## src/rtl/ysyx_25040118_ibuf.sv

```systemverilog
// Fetch-to-decode instruction buffer: DEPTH-entry {pc, inst} FIFO with flush.
// Optional zero-latency empty-path forwarding under YSYX_25040118_IBUF_BYPASS_EN.
module ysyx_25040118_ibuf #(
    parameter int DEPTH = 4,
    parameter int AW    = 2
) (
    input  logic          clk,
    input  logic          rst,
    input  logic          flush,
    input  logic          in_valid,
    output logic          in_ready,
    input  logic [31:0]   in_pc,
    input  logic [31:0]   in_inst,
    output logic          out_valid,
    input  logic          out_ready,
    output logic [31:0]   out_pc,
    output logic [31:0]   out_inst,
    output logic [AW:0]   count
);

    localparam logic [31:0] RESET_PC  = 32'h8000_0000;
    localparam logic [31:0] RESET_NOP = 32'h0000_0013;

    logic [63:0] mem [DEPTH];
    logic [AW:0] rptr;
    logic [AW:0] wptr;
    logic        empty;
    logic        full;
    logic        push;
    logic        pop;
    logic        wr_en;
    logic        rd_en;
    logic [63:0] head;

    assign empty = (rptr == wptr);
    assign full  = (rptr[AW-1:0] == wptr[AW-1:0]) && (rptr[AW] != wptr[AW]);
    assign head  = mem[rptr[AW-1:0]];
    assign count = wptr - rptr;

    // rst gates the handshakes so nothing completes while reset is asserted
    assign in_ready = rst && !full && !flush;
    assign push     = in_valid && in_ready;
    assign pop      = out_valid && out_ready;

`ifdef YSYX_25040118_IBUF_BYPASS_EN
    logic bypass;
    assign bypass = rst && empty && !flush;

    always_comb begin
        out_valid = rst && !empty && !flush;
        out_pc    = empty ? RESET_PC  : head[63:32];
        out_inst  = empty ? RESET_NOP : head[31:0];
        if (bypass && in_valid) begin
            out_valid = 1'b1;
            out_pc    = in_pc;
            out_inst  = in_inst;
        end
    end

    // A forwarded pair consumed in the same cycle never touches storage
    assign wr_en = push && !(bypass && out_ready);
    assign rd_en = pop && !empty;
`else
    assign out_valid = rst && !empty && !flush;
    assign out_pc    = empty ? RESET_PC  : head[63:32];
    assign out_inst  = empty ? RESET_NOP : head[31:0];
    assign wr_en     = push;
    assign rd_en     = pop;
`endif

    always_ff @(posedge clk) begin
        if (wr_en) begin
            mem[wptr[AW-1:0]] <= {in_pc, in_inst};
        end
    end

    always_ff @(posedge clk or negedge rst) begin
        if (!rst) begin
            rptr <= '0;
            wptr <= '0;
        end else if (flush) begin
            rptr <= wptr;
        end else begin
            if (wr_en) wptr <= wptr + 1'b1;
            if (rd_en) rptr <= rptr + 1'b1;
        end
    end

endmodule

```

## config.mk

```make
export PLATFORM = sky130hd
export DESIGN_NAME = ysyx_25040118_ibuf
export DESIGN_NICKNAME = d
export VERILOG_FILES = /design/src/rtl/ysyx_25040118_ibuf.sv
export SDC_FILE = /design/constraint.sdc
export NUM_CORES = 1
export LEC_CHECK = 0
export BUFFER_PORTS_ARGS = -buffer_cell sky130_fd_sc_hd__buf_2
export CORE_MARGIN = 3
export CORE_UTILIZATION = 50
export CTS_BUF_LIST = sky130_fd_sc_hd__clkbuf_2
export DETAILED_ROUTE_END_ITERATION = 12
export GPL_ROUTABILITY_DRIVEN = 0
export HOLD_SLACK_MARGIN = 0.03
export PLACE_DENSITY = 0.76
export RECOVER_POWER = 100
export SETUP_SLACK_MARGIN = 0.2
export SLEW_MARGIN = 20
export SYNTH_ARGS = -nofsm -noshare
export SYNTH_HDL_FRONTEND = slang
export SYNTH_SLANG_ARGS = --single-unit
export TNS_END_PERCENT = 50
```

## constraint.sdc

```tcl
create_clock -name clk -period 8.7 [get_ports clk]
set_clock_uncertainty 0.1 [all_clocks]
set_input_delay 1.305 -clock clk [delete_from_list [all_inputs] [get_ports clk]]
set_output_delay 1.305 -clock clk [all_outputs]
set_load 0.005 [all_outputs]
```

==> reports/qor.csv <==
metric;value;unit
drt first pass iters;5;
worst path buffer plus inverter count;1;
routed wire length per instance;19.7;um
area leader, netlist;edfxtp_1;
RSZ-0062 raised after global routing;false;
xor-xnor portion of the synthesized cell area;0.500;%
largest net degree at the start of global routing;70;
count of final hold-check violations;0;
Fmax;0.159;GHz
endpoints failing setup;0;
Hold Crit Class;input port to asynchronous set/reset pin;
Final Core Density;58.0;%
synth top area cells;edfxtp_1, mux4_2, nor2b_1;
violated checks;max-capacitance violations, max-slew violations;
Starting DRT DRC Count;336;
Residual DRC;0;
Max Cap Viol;7;
Antenna Nets Post-Route;0;
core box area;19800;um2
post-synthesis mux area share;14.2;%
adder-cell share of the synthesized area;1.05;%
Total Routing Usage GR;17.1;%
dpl hpwl;10600;um
initial core utilization;51.7;%
most frequent cells in the layout;edfxtp_1, clkbuf_1, clkbuf_2;
Ports;138;
clock-pin slew on the worst setup and hold paths;0.10;ns
crit path cell chain;ha_1 -> and2_0 -> a211oi_1 -> clkbuf_1;
Min Clock Period, post-route;6.28;ns
Max-slew headroom;-127;%
CP delay by family, top;compound AO/OA/AOI/OAI gates;
Yosys reg bits;262;
Final Cycle Share;72.2;%
clock sink count;262;
Critical Path AT;6.46;ns
critical path fanouts, max;34;
cells after synthesis;462;
layout cell share with drive strength beyond 1;28.7;%
die area;22300;um2
FF+latch area;7840;um2
CTS buffer count;67;
startpoint type of the worst setup path;flip-flop;
post-synthesis simple-gate area fraction;5.25;%
Mapped Area;10300;um2
Via density;5.33;
compound-cell area share of the yosys netlist;0.816;%
row cnt;51;
Max IR drop VDD;142;uV
largest family of logic cells by synthesized area;multiplexers;
syn_area_per_cell;22.2;um2
Clock Root Buffer;clkbuf_2;
die height;149;um
Worst-Margin Slew;3.40;ns
commonest non-fill, non-tap cell in the layout;edfxtp_1;
final WL;18700;um
slowest stage cell, crit path;a211oi_1;
status;complete, but fails checks;
Net count, final;725;
total gr overflow;0;
Setup Total Neg Slack;0;ns
Via Count;5059;
Crit. End Element;flip-flop;
Distinct cells, synth;37;
Post-synth EDFFs;256;
H-Tree Depth;3;
Clock Tree Buf Depth;3;
IO Port Bufs;137;
critical path required time;8.88;ns
area of the multi-input gates;2220;um2
number of fill cells;1575;
Pwr Density;301;nW/um2
chip width;149;um
worst skew pair latency;0.73;ns
yosys warns;0;
slowest stage delay, CP;1.87;ns
top-area cell type share of the netlist area;74.9;%
# hold bufs at CTS;0;
Area Overhead vs Synth;12.1;%
postcts setup bufs;0;
Most used DFF post-synth;edfxtp_1;
first-pass GRT wire length;28900;um
number of global-route vias before repair;5564;
CTS tree;yes;
Lkg Pwr;3.79;nW
initial antenna violation count;2;
Slew Limit Fails;300;
critical path class;flip-flop to flip-flop;
CTS-repair resized insts;0;
Post-Syn Nets;539;
async set-or-reset flop fraction in the synthesized netlist;2.29;%
sequential fraction of the synthesis area;76.3;%
[power by group]
group | total [mW] | leakage (nW) | internal (mW) | switching, mW
clock | 0.753 | 0.428 | 0.316 | 0.437
sequential | 1.62 | 2.38 | 1.48 | 0.140
combinational | 1.09 | 0.980 | 0.563 | 0.523
[path summary, 6_finish.rpt]
check                                    start                   end  slack (ns)  depth (start not counted)
max                        rptr[0]$_DFFE_PN0P_  mem[3][30]$_DFFE_PP_        2.42                          4
min                                        rst   wptr[2]$_DFFE_PN0P_        0.39                          1
max reg2reg                rptr[0]$_DFFE_PN0P_  mem[3][30]$_DFFE_PP_        2.42                          4
min reg2reg                wptr[2]$_DFFE_PN0P_   wptr[2]$_DFFE_PN0P_        0.49                          1
max in group asynchronous                  rst   rptr[2]$_DFFE_PN0P_        7.72                          1
min in group clk           wptr[2]$_DFFE_PN0P_   wptr[2]$_DFFE_PN0P_        0.49                          1
[synthesized netlist by cell type, drive strengths merged, types with 2 or more instances]
| master | n |
|---|---|
| clkbuf | 5 |
| xor2 | 2 |
| a21oi | 3 |
| and2 | 5 |
| nand2 | 2 |
| edfxtp | 256 |
| or2 | 4 |
| ha | 7 |
| nor2b | 62 |
| dfrtp | 6 |
| buf | 18 |
| inv | 6 |
| mux4 | 64 |
| xnor2 | 3 |
| nand3 | 5 |
[kinds of logic after synthesis]
group                    after synthesis
buffers and inverters                 29
flip-flops                           262
adder cells (fa/ha/maj)                8
XOR/XNOR                               5
AND/OR/NAND/NOR                       83
AO/OA/AOI/OAI                         10
multiplexers                          65
[per-stage QoR]
step | power, mW | cell area (um2) | worst slack, ns | cells | hold WS, ns
6_report | 3.46 | 11500 | 2.42 | 949 | 0.390
5_1_grt | 3.71 | 11500 | 1.61 | 949 | 0.324
4_1_cts | 3.59 | 11700 | 3.22 | 948 | 0.197
3_5_place_dp | 2.83 | 11200 | 4.11 | 844 | 0.477
3_3_place_gp | 2.80 | 11200 | 4.19 | 844 | 0.468
2_1_floorplan | 2.40 | 10300 | 3.92 | 462 | 0.443
[layer usage]
metal  global-route usage (%)  vias up  routed length [um]  part of all wire [%]
li1                         -     2274                   -                     -
met1                     21.3     2577                7270                    39
met2                     28.4      180                9900                    53
met3                     4.80       26                1270                   6.8
met4                     7.28        2                 279                   1.5
met5                        0        -                  13                 0.069
[registers in the layout, indices dropped and copies added (netlist names)]
register and cells:
mem 256, rptr 3, wptr 3
[worst register-to-register path, cell delays in order, from the launching register on]
cell,delay [ns]
dfrtp_1,1.71
ha_1,0.48
and2_0,0.30
a211oi_1,1.87
clkbuf_1,1.36
[layout make-up]
cell class	instances	share of cell area [%]
antenna	1	0.0217
tap	265	2.88
multi-input combinational	171	19.3
inverter	6	0.196
clock buffer	95	4.13
sequential	262	68.1
clock inverter	9	0.565
timing repair buffer	140	4.79
No activity file was read; power rests on OpenSTA's default activity.
